File: src/rtl/mem_burst_ctrl.sv
// Burst sequencer in front of an 8x8 synchronous memory: runs 1-8 wrapping
// write or read accesses per command and streams read data straight back.
module mem_burst_ctrl (
    input  logic       i_clk,
    input  logic       i_rst_n,
    input  logic       i_cmd_valid,
    output logic       o_cmd_ready,
    input  logic       i_cmd_write,
    input  logic [2:0] i_cmd_addr,
    input  logic [2:0] i_cmd_len,
    input  logic       i_wr_valid,
    output logic       o_wr_ready,
    input  logic [7:0] i_wr_data,
    output logic       o_rd_valid,
    output logic [7:0] o_rd_data,
    output logic       o_rd_last,
    output logic       o_done,
    output logic       o_busy,
    output logic       o_mem_enable,
    output logic       o_mem_rb_w,
    output logic [2:0] o_mem_address,
    output logic [7:0] o_mem_data_in,
    input  logic [7:0] i_mem_data_out
);

    typedef enum logic [1:0] {
        StIdle  = 2'd0,
        StWrite = 2'd1,
        StRead  = 2'd2
    } state_e;

    state_e     r_state;
    logic [2:0] r_base;
    logic [2:0] r_len;
    logic [2:0] r_cnt;
    logic       r_rd_valid;
    logic       r_rd_last;
    logic       r_done;

    logic [2:0] w_beat_addr;
    logic       w_last_beat;

    // 3-bit sum wraps naturally from 7 back to 0
    assign w_beat_addr = r_base + r_cnt;
    assign w_last_beat = (r_cnt == r_len);

    always_ff @(posedge i_clk or negedge i_rst_n) begin
        if (!i_rst_n) begin
            r_state    <= StIdle;
            r_base     <= 3'd0;
            r_len      <= 3'd0;
            r_cnt      <= 3'd0;
            r_rd_valid <= 1'b0;
            r_rd_last  <= 1'b0;
            r_done     <= 1'b0;
        end else begin
            // Memory read data lags its address by one cycle, so the return
            // qualifiers are delayed copies of the issue state.
            r_rd_valid <= (r_state == StRead);
            r_rd_last  <= (r_state == StRead) && w_last_beat;
            r_done     <= 1'b0;
            case (r_state)
                StIdle: begin
                    if (i_cmd_valid) begin
                        r_base  <= i_cmd_addr;
                        r_len   <= i_cmd_len;
                        r_cnt   <= 3'd0;
                        r_state <= i_cmd_write ? StWrite : StRead;
                    end
                end
                StWrite: begin
                    if (i_wr_valid) begin
                        r_cnt <= r_cnt + 3'd1;
                        if (w_last_beat) begin
                            r_state <= StIdle;
                            r_done  <= 1'b1;
                        end
                    end
                end
                StRead: begin
                    r_cnt <= r_cnt + 3'd1;
                    if (w_last_beat) begin
                        r_state <= StIdle;
                        r_done  <= 1'b1;
                    end
                end
                default: r_state <= StIdle;
            endcase
        end
    end

    always_comb begin
        o_cmd_ready   = 1'b0;
        o_wr_ready    = 1'b0;
        o_mem_enable  = 1'b0;
        o_mem_rb_w    = 1'b0;
        o_mem_address = r_base;
        o_mem_data_in = 8'h00;
        case (r_state)
            StIdle: begin
                o_cmd_ready = 1'b1;
            end
            StWrite: begin
                o_wr_ready    = 1'b1;
                o_mem_enable  = i_wr_valid;
                o_mem_rb_w    = 1'b1;
                o_mem_address = w_beat_addr;
                o_mem_data_in = i_wr_data;
            end
            StRead: begin
                o_mem_enable  = 1'b1;
                o_mem_address = w_beat_addr;
            end
            default: ;
        endcase
    end

    assign o_busy     = (r_state != StIdle);
    assign o_rd_valid = r_rd_valid;
    assign o_rd_last  = r_rd_last;
    assign o_done     = r_done;
    assign o_rd_data  = i_mem_data_out;

endmodule

File: config.mk
export PLATFORM = sky130hd
export DESIGN_NAME = mem_burst_ctrl
export DESIGN_NICKNAME = d
export VERILOG_FILES = /design/src/rtl/mem_burst_ctrl.sv
export SDC_FILE = /design/constraint.sdc
export NUM_CORES = 1
export LEC_CHECK = 0
export BUFFER_PORTS_ARGS = -buffer_cell sky130_fd_sc_hd__buf_2
export CORE_UTILIZATION = 42
export DETAILED_ROUTE_END_ITERATION = 8
export PLACE_DENSITY_LB_ADDON = 0.15
export SLEW_MARGIN = 5
export SYNTH_ARGS = -nofsm -noshare
export SYNTH_HDL_FRONTEND = slang
export SYNTH_SLANG_ARGS = --single-unit
File: constraint.sdc
create_clock -name i_clk -period 1.93 [get_ports i_clk]
set_input_delay 0.386 -clock i_clk [delete_from_list [all_inputs] [get_ports i_clk]]
set_output_delay 0.386 -clock i_clk [all_outputs]
set_load 0.005 [all_outputs]
==> results of run 1 <==
## cell usage in the layout (no fill, tap or decap), types with 2 or more instances in the layout
| cell type | instances |
|---|---|
| sky130_fd_sc_hd__mux2_2 | 7 |
| sky130_fd_sc_hd__xnor2_1 | 4 |
| sky130_fd_sc_hd__dfrtp_1 | 14 |
| sky130_fd_sc_hd__buf_4 | 6 |
| sky130_fd_sc_hd__ha_1 | 3 |
| sky130_fd_sc_hd__ha_4 | 2 |
| sky130_fd_sc_hd__clkbuf_4 | 3 |
| sky130_fd_sc_hd__o21ai_0 | 2 |
| sky130_fd_sc_hd__nand2b_1 | 4 |
| sky130_fd_sc_hd__inv_2 | 2 |
| sky130_fd_sc_hd__nand2_1 | 6 |
| sky130_fd_sc_hd__mux2i_1 | 2 |
| sky130_fd_sc_hd__and2_1 | 8 |
| sky130_fd_sc_hd__buf_2 | 36 |
| sky130_fd_sc_hd__inv_1 | 4 |
| sky130_fd_sc_hd__nor2b_1 | 2 |
## worst max-delay path by stage
| stage | slack (ps) | endpoint | startpoint |
|---|---|---|---|
| after global routing | -220 | o_mem_address[2] | r_base[0] |
| after floorplan | 210 | o_mem_address[2] | r_cnt[0] |
| final | -110 | o_mem_address[2] | r_base[0] |
| after CTS | -140 | o_mem_address[2] | r_base[0] |
| after global placement | 140 | o_mem_address[2] | r_base[0] |
| after detailed placement | 100 | o_mem_address[2] | r_base[0] |
## metrics by stage
step / power (W) / hold slack (ps) / setup TNS, ps / area (um2)
3_3_place_gp: 0.00142 / 299 / 0 / 1040
4_1_cts: 0.00183 / 320 / -273 / 1130
5_1_grt: 0.00203 / 305 / -409 / 1160
2_1_floorplan: 0.00116 / 90.4 / 0 / 881
6_report: 0.00186 / 329 / -218 / 1160
3_5_place_dp: 0.00145 / 300 / 0 / 1040
## cells by family (layout without fill, tap and decap cells)
logic type / after synthesis / in the layout
AO/OA/AOI/OAI: 8 / 8
XOR/XNOR: 5 / 5
adder cells (fa/ha/maj): 7 / 7
buffers and inverters: 16 / 54
flip-flops: 14 / 14
multiplexers: 10 / 10
AND/OR/NAND/NOR: 22 / 22
## worst reg2reg max path, cell delays in order, from the launching register on
cell and delay, ps:
sky130_fd_sc_hd__dfrtp_1 410, sky130_fd_sc_hd__inv_2 100, sky130_fd_sc_hd__buf_4 120, sky130_fd_sc_hd__ha_4 180
sky130_fd_sc_hd__inv_2 70, sky130_fd_sc_hd__o221ai_4 230, sky130_fd_sc_hd__o21ai_1 110, sky130_fd_sc_hd__a22o_1 180
## state kept, by name, indices dropped and copies added (netlist names)
name        cells
r_base          3
r_cnt           3
r_len           3
r_state         2
o_done          1
o_rd_last       1
o_rd_valid      1
## layer usage
layer	track usage, %	vias to the layer above
met3	7.17	2
met1	19.4	298
met2	21.4	23
met4	8.89	0
met5	0	-
li1	-	335
## repair_timing
action | 4_1_cts | 5_1_grt
setup endpoints to repair | 4 | 4
buffers inserted | 3 | 2
endpoints found under the hold margin | 14 | 0
gates resized for setup | 7 | 2
cloned | 0 | 0
hold buffers | 1 | 0
pin swaps | 2 | 3
## power groups by stage
stage,clock network (W),registers (W),logic [W]
floorplan,0,0.000511,0.000651
detailed placement,0,0.000528,0.000923
CTS,0.000218,0.000522,0.00109
global route,0.000239,0.000542,0.00125
finish,0.000210,0.000523,0.00113
global placement,0,0.000524,0.000900
## area by class of cell
class | instances | area [um2]
tap | 27 | 33.8
timing repair buffer | 44 | 246
inverter | 6 | 22.5
fill | 192 | 802
sequential | 14 | 350
multi-input combinational | 52 | 470
clock buffer | 4 | 36.3
==> metrics.txt, run 1 <==
# TYPE chip_impl_metric gauge
chip_impl_metric{name="std_cell_rows",unit=""} 16
chip_impl_metric{name="reg2reg_depth",unit=""} 7
chip_impl_metric{name="clkSlewWorstSetupHoldPaths",unit="ps"} 80
chip_impl_metric{name="postSynth.asyncResetShare",unit="%"} 100
chip_impl_metric{name="drtIter0Drc",unit=""} 5
chip_impl_metric{name="die_area",unit="um2"} 2280
chip_impl_metric{name="yosys-mux-area-fraction",unit="%"} 12.5
chip_impl_metric{name="slew_headroom",unit="%"} 78.9
chip_impl_metric{name="synth_xor_area_share",unit="%"} 4.97
chip_impl_metric{name="post-synth-top-area-fraction",unit="%"} 39.8
chip_impl_metric{name="power_density",unit="nW/um2"} 1600
chip_impl_metric{name="critical_path_cell_count",unit=""} 6
chip_impl_info{name="cp_cell_sequence",value="ha_2, fa_2, xor2_1, nand2_1, xnor2_1, buf_2"} 1
chip_impl_metric{name="avg_wl_per_cell",unit="um"} 11.1
chip_impl_metric{name="r2r_setup_slack",unit="ps"} 440
chip_impl_metric{name="timing.critical_path.slowest_cell_delay",unit="ps"} 400
chip_impl_metric{name="cp_max_fo",unit=""} 3
chip_impl_metric{name="post_route_cells_drive_above_1_share",unit="%"} 51.7
chip_impl_metric{name="antenna_cells",unit=""} 0
chip_impl_metric{name="cts_sinks",unit=""} 14
chip_impl_metric{name="post_synthesis_share_of_cell_area_spent_on_full_adders_half_adders_and_majority_gates",unit="%"} 10.8
chip_impl_metric{name="clock_tree.htree_level_count",unit=""} 1
chip_impl_metric{name="pwr-share-seq",unit="%"} 28.1
chip_impl_metric{name="wl_met1",unit="um"} 717
chip_impl_metric{name="switching_share",unit="%"} 35.9
chip_impl_metric{name="clk_latency",unit="ps"} 280
chip_impl_metric{name="max_cap_viol_count",unit=""} 0
chip_impl_metric{name="route.vias.total",unit=""} 658
chip_impl_info{name="critPathTopFamily",value="adder cells"} 1
chip_impl_metric{name="syn-instance-count",unit=""} 82
chip_impl_info{name="most_used_standard_cells_in_the_synthesized_netlist",value="14 x sky130_fd_sc_hd__dfrtp_1, 9 x sky130_fd_sc_hd__buf_4, 8 x sky130_fd_sc_hd__and2_1, 8 x sky130_fd_sc_hd__mux2_2"} 1
chip_impl_metric{name="initial_core_util",unit="%"} 44.9
chip_impl_info{name="tritoncts",value="done"} 1
chip_impl_metric{name="net_count_of_the_finished_layout",unit=""} 155
chip_impl_metric{name="routed_wl",unit="um"} 1640
chip_impl_metric{name="synth-compound-area-share",unit="%"} 7.81
chip_impl_metric{name="max-clock-path-buffers",unit=""} 2
chip_impl_info{name="worstHoldPathType",value="primary input to flip-flop"} 1
chip_impl_metric{name="finalHoldViolations",unit=""} 0
chip_impl_metric{name="worst_clock_skew",unit="ps"} 1.67
chip_impl_metric{name="p_clk_share",unit="%"} 11.3
chip_impl_metric{name="post-place-cells",unit=""} 137
chip_impl_metric{name="switching_power",unit="W"} 0.000668
chip_impl_metric{name="io_buffers",unit=""} 37
chip_impl_metric{name="synthesis.area_per_instance",unit="um2"} 10.7
chip_impl_metric{name="die_h",unit="um"} 47.8
chip_impl_metric{name="synth.distinct_cells",unit=""} 24
chip_impl_metric{name="core",unit="um2"} 1960
chip_impl_info{name="crit_path_max_delay_cell_type",value="sky130_fd_sc_hd__dfrtp_1"} 1
chip_impl_metric{name="first_global_vias",unit=""} 503
chip_impl_metric{name="dr.pass1.iters",unit=""} 4
chip_impl_metric{name="grt_overflow",unit=""} 0
chip_impl_metric{name="timing.critical_path.required",unit="ps"} 1540
chip_impl_metric{name="area.growth.synth_to_final",unit="%"} 31.7
chip_impl_info{name="synth.top_cells.by_area",value="sky130_fd_sc_hd__dfrtp_1 40%, sky130_fd_sc_hd__mux2_2 10%, sky130_fd_sc_hd__ha_1 8.5%"} 1
chip_impl_metric{name="combinationalPowerShare",unit="%"} 60.6
chip_impl_metric{name="synth.ff_latch_count",unit=""} 14
chip_impl_info{name="root_buffer_master",value="sky130_fd_sc_hd__clkbuf_4"} 1
chip_impl_info{name="criticalPathCategory",value="flip-flop to output pin"} 1
chip_impl_metric{name="final.period_utilization",unit="%"} 106
chip_impl_metric{name="globalplace.congestion",unit=""} 0.742
chip_impl_metric{name="fmax",unit="GHz"} 0.490
chip_impl_metric{name="remaining_drc_errors",unit=""} 0
chip_impl_metric{name="irDropWorstVdd",unit="V"} 0.000889
chip_impl_metric{name="post-route-util",unit="%"} 59.1
chip_impl_metric{name="dieWidth",unit="um"} 47.8
chip_impl_metric{name="detailed_place_hpwl",unit="um"} 1240
chip_impl_info{name="rr_endpoint",value="r_cnt[2]"} 1
chip_impl_metric{name="pin_count_of_the_biggest_net_entering_global_routing",unit=""} 15
chip_impl_metric{name="total_number_of_yosys_warnings",unit=""} 0
chip_impl_metric{name="synthSimpleGateAreaFrac",unit="%"} 13.5
chip_impl_info{name="combinational_family_with_the_most_area_after_synthesis",value="simple AND/OR/NAND/NOR gates"} 1
chip_impl_info{name="worstSetupEndpointType",value="output pin"} 1
chip_impl_metric{name="ant_nets",unit=""} 0
chip_impl_info{name="yosys_most_used_dff",value="sky130_fd_sc_hd__dfrtp_1"} 1
chip_impl_info{name="violations_in_the_final_reports",value="negative setup slack"} 1
chip_impl_metric{name="vias_per_cell",unit=""} 4.48
chip_impl_metric{name="tritoncts.num_buffers",unit=""} 3
chip_impl_metric{name="place_ws",unit="ps"} 97.0
chip_impl_metric{name="grt_first_pass_wirelength",unit="um"} 2280
chip_impl_metric{name="power.leakage",unit="nW"} 0.601
chip_impl_info{name="top_count_cell_post_synth",value="sky130_fd_sc_hd__dfrtp_1"} 1
chip_impl_metric{name="drv_slew",unit=""} 0
chip_impl_info{name="top_layer",value="met4"} 1
chip_impl_info{name="regToRegStartpoint",value="r_state[1]"} 1
chip_impl_metric{name="syn_area",unit="um2"} 881
chip_impl_metric{name="floorplan.io_pins",unit=""} 54
chip_impl_metric{name="setup_viol",unit=""} 2
chip_impl_info{name="setup.worst_path.start_class",value="flip-flop"} 1
chip_impl_info{name="worst_min_delay_path_endpoint",value="r_len[1]"} 1
chip_impl_metric{name="synth_nets",unit=""} 116
chip_impl_info{name="grt_setup_unrepaired",value="true"} 1
chip_impl_metric{name="timing.critical_path.arrival",unit="ps"} 1660
chip_impl_metric{name="global_route.usage.total",unit="%"} 15.4
chip_impl_metric{name="synth-edff-count",unit=""} 0
chip_impl_metric{name="cp.buffers_inverters",unit=""} 1
chip_impl_metric{name="final_critical_path_setup_slack",unit="ps"} -111
chip_impl_metric{name="final_period_minus_worst_setup_slack",unit="ps"} 2040
chip_impl_metric{name="register_area_share_after_synthesis",unit="%"} 39.8
chip_impl_metric{name="met3RoutedLength",unit="um"} 111
chip_impl_metric{name="max_slew.worst_pin.slew",unit="ps"} 316
chip_impl_info{name="hold_path.startpoint",value="i_cmd_len[1]"} 1
chip_impl_metric{name="layout.cells.non_filler",unit=""} 147
chip_impl_info{name="result_of_the_run",value="finished with violations"} 1
chip_impl_metric{name="cellInternalPower",unit="W"} 0.00119
chip_impl_metric{name="met2_length",unit="um"} 784
chip_impl_metric{name="worst_hold_path.num_cells",unit=""} 2
chip_impl_metric{name="antenna_found_initial",unit=""} 0
chip_impl_info{name="synth.largest_area_cell",value="sky130_fd_sc_hd__dfrtp_1"} 1
Note: power is estimated with default switching activity, not from simulation.
==> run 2: changes to the inputs <==
TNS_END_PERCENT = 1   (was unset)
==> metrics.txt, run 2 (synthesis results as in run 1) <==
# TYPE chip_impl_metric gauge
chip_impl_info{name="result_of_the_run",value="finished with violations"} 1
chip_impl_info{name="violations_in_the_final_reports",value="negative setup slack"} 1
chip_impl_metric{name="io_buffers",unit=""} 37
chip_impl_metric{name="seq_area",unit="um2"} 350
chip_impl_metric{name="drtIter0Drc",unit=""} 2
chip_impl_metric{name="avg_wl_per_cell",unit="um"} 11.1
chip_impl_metric{name="total_area_of_multi_input_combinational_cells",unit="um2"} 467
chip_impl_metric{name="final_critical_path_setup_slack",unit="ps"} -124
chip_impl_metric{name="post_route_cells_drive_above_1_share",unit="%"} 48.7
chip_impl_metric{name="timing.critical_path.arrival",unit="ps"} 1670
chip_impl_metric{name="remaining_drc_errors",unit=""} 0
chip_impl_metric{name="net_count_of_the_finished_layout",unit=""} 150
chip_impl_metric{name="power_density",unit="nW/um2"} 1540
chip_impl_metric{name="clock_tree.htree_level_count",unit=""} 1
chip_impl_metric{name="final.period_utilization",unit="%"} 106
chip_impl_metric{name="setup_tns",unit="ps"} -307
chip_impl_info{name="layout_common_cells",value="37 x sky130_fd_sc_hd__buf_2, 14 x sky130_fd_sc_hd__dfrtp_1, 8 x sky130_fd_sc_hd__mux2_2, 8 x sky130_fd_sc_hd__and2_1, 6 x sky130_fd_sc_hd__nand2_1"} 1
chip_impl_info{name="root_buffer_master",value="sky130_fd_sc_hd__clkbuf_4"} 1
chip_impl_metric{name="std_cell_rows",unit=""} 16
chip_impl_metric{name="route.vias.total",unit=""} 644
chip_impl_metric{name="die_area",unit="um2"} 2280
chip_impl_info{name="grt_setup_unrepaired",value="true"} 1
chip_impl_metric{name="cts_sinks",unit=""} 14
chip_impl_metric{name="dpl-instance-area",unit="um2"} 1040
chip_impl_metric{name="detailed_place_hpwl",unit="um"} 1240
chip_impl_metric{name="final_period_minus_worst_setup_slack",unit="ps"} 2050
chip_impl_metric{name="max_cap_viol_count",unit=""} 0
chip_impl_metric{name="post-route-util",unit="%"} 56.7
chip_impl_metric{name="globalplace.congestion",unit=""} 0.742
chip_impl_metric{name="irDropWorstVdd",unit="V"} 0.000839
chip_impl_metric{name="worst_clock_skew",unit="ps"} 1.13
chip_impl_info{name="cp_cell_sequence",value="ha_2, fa_2, xor2_1, nand2_1, xnor2_1, buf_2"} 1
chip_impl_metric{name="dr.pass1.iters",unit=""} 4
chip_impl_metric{name="drv_slew",unit=""} 0
chip_impl_info{name="layout_commonest_cell",value="sky130_fd_sc_hd__buf_2"} 1
chip_impl_metric{name="global_route.usage.total",unit="%"} 15.3
chip_impl_metric{name="timing.critical_path.slowest_cell_delay",unit="ps"} 400
chip_impl_info{name="worstSetupEndpointType",value="output pin"} 1
chip_impl_metric{name="final.fill_count",unit=""} 200
chip_impl_metric{name="antenna_cells",unit=""} 0
chip_impl_metric{name="max_slew.worst_pin.slew",unit="ps"} 310
chip_impl_metric{name="grt_first_pass_wirelength",unit="um"} 2270
chip_impl_info{name="biggestRegsByFlops",value="r_base x3, r_cnt x3, r_len x3"} 1
chip_impl_metric{name="power.leakage",unit="nW"} 0.571
chip_impl_metric{name="final.hold.worst_slack",unit="ps"} 330
chip_impl_metric{name="clkSlewWorstSetupHoldPaths",unit="ps"} 80
chip_impl_info{name="setup.worst_path.start_class",value="flip-flop"} 1
chip_impl_metric{name="dieWidth",unit="um"} 47.8
chip_impl_metric{name="place_ws",unit="ps"} 97.0
chip_impl_metric{name="setup_viol",unit=""} 3
chip_impl_metric{name="max-clock-path-buffers",unit=""} 2
chip_impl_metric{name="fmax",unit="GHz"} 0.487
chip_impl_metric{name="die_h",unit="um"} 47.8
chip_impl_metric{name="finalHoldViolations",unit=""} 0
chip_impl_metric{name="floorplan.io_pins",unit=""} 54
chip_impl_info{name="worstHoldPathType",value="primary input to flip-flop"} 1
chip_impl_metric{name="final_design_area_excluding_fillers",unit="um2"} 1110
chip_impl_info{name="critPathTopFamily",value="adder cells"} 1
chip_impl_metric{name="core",unit="um2"} 1960
chip_impl_metric{name="pin_count_of_the_biggest_net_entering_global_routing",unit=""} 15
chip_impl_metric{name="clk_latency",unit="ps"} 280
chip_impl_metric{name="cp.buffers_inverters",unit=""} 1
chip_impl_metric{name="tritoncts.num_buffers",unit=""} 3
chip_impl_info{name="tritoncts",value="done"} 1
chip_impl_metric{name="cp_max_fo",unit=""} 3
chip_impl_metric{name="area.growth.synth_to_final",unit="%"} 26.3
chip_impl_info{name="crit_path_max_delay_cell_type",value="sky130_fd_sc_hd__dfrtp_1"} 1
chip_impl_metric{name="grt_overflow",unit=""} 0
chip_impl_metric{name="vias_per_cell",unit=""} 4.54
chip_impl_metric{name="initial_core_util",unit="%"} 44.9
chip_impl_metric{name="antenna_found_initial",unit=""} 0
chip_impl_info{name="criticalPathCategory",value="flip-flop to output pin"} 1
chip_impl_metric{name="ant_nets",unit=""} 0
chip_impl_metric{name="routed_wl",unit="um"} 1570
chip_impl_metric{name="slew_headroom",unit="%"} 79.3
chip_impl_metric{name="timing.critical_path.required",unit="ps"} 1540
chip_impl_metric{name="first_global_vias",unit=""} 496
run 2: cell count changes in the layout (fill, tap and decap cells not counted):
cell	previous run	this run
sky130_fd_sc_hd__buf_4	6	1
sky130_fd_sc_hd__buf_2	36	37
sky130_fd_sc_hd__buf_6	1	0
sky130_fd_sc_hd__inv_1	4	5
sky130_fd_sc_hd__inv_2	2	1
sky130_fd_sc_hd__mux2_2	7	8
sky130_fd_sc_hd__mux2_4	1	0
run 2: path summary, 6_finish.rpt:
check	end	startpoint	cells past startpoint	slack, ps
max	o_mem_address[2]	r_base[0]	6	-120
min	r_len[1]	i_cmd_len[1]	2	330
max reg2reg	r_cnt[2]	r_state[0]	6	410
min reg2reg	r_base[2]	r_base[2]	1	540
max in group asynchronous	r_base[2]	i_rst_n	2	1180
min in group asynchronous	r_base[1]	i_rst_n	2	520
run 2: stage by stage:
stage	cells	total power (W)
finish	142	0.00171
global route	142	0.00189
CTS	142	0.00172
detailed placement	137	0.00145
global placement	137	0.00142
floorplan	82	0.00116
run 2: timing repair:
item	in CTS	in global routing
setup endpoints to repair	4	4
endpoints found under the hold margin	14	0
buffers inserted	0	0
cloned	0	0
resized for setup	5	1
hold buffers	1	0
run 2: cell type report:
type                       instances  area share, %
sequential                        14           31.5
inverter                           6           2.02
clock buffer                       4           3.26
timing repair buffer              39           18.2
tap                               27           3.04
multi-input combinational         52           42.0
run 2: worst reg2reg max path, stage by stage (launching register included):
cell	delay, ps
sky130_fd_sc_hd__dfrtp_1	430
sky130_fd_sc_hd__inv_1	160
sky130_fd_sc_hd__ha_4	180
sky130_fd_sc_hd__inv_1	90
sky130_fd_sc_hd__o221ai_4	270
sky130_fd_sc_hd__o21ai_1	110
sky130_fd_sc_hd__a22o_1	180
run 2: report_power, final:
| part | total (W) | switching, W | internal [W] |
|---|---|---|---|
| registers | 0.000527 | 0.000108 | 0.000419 |
| clock network | 0.000209 | 0.0000946 | 0.000115 |
| logic | 0.000976 | 0.000434 | 0.000542 |
run 2: layer usage:
metal | global-route usage [%] | routed length, um | part of all wire [%] | vias up
met5 | 0 | 0 | 0 | -
met4 | 8.89 | 21 | 1.3 | 0
met3 | 7.17 | 117 | 7.4 | 2
met2 | 21.6 | 744 | 47 | 27
met1 | 18.9 | 688 | 44 | 290
li1 | - | - | - | 325
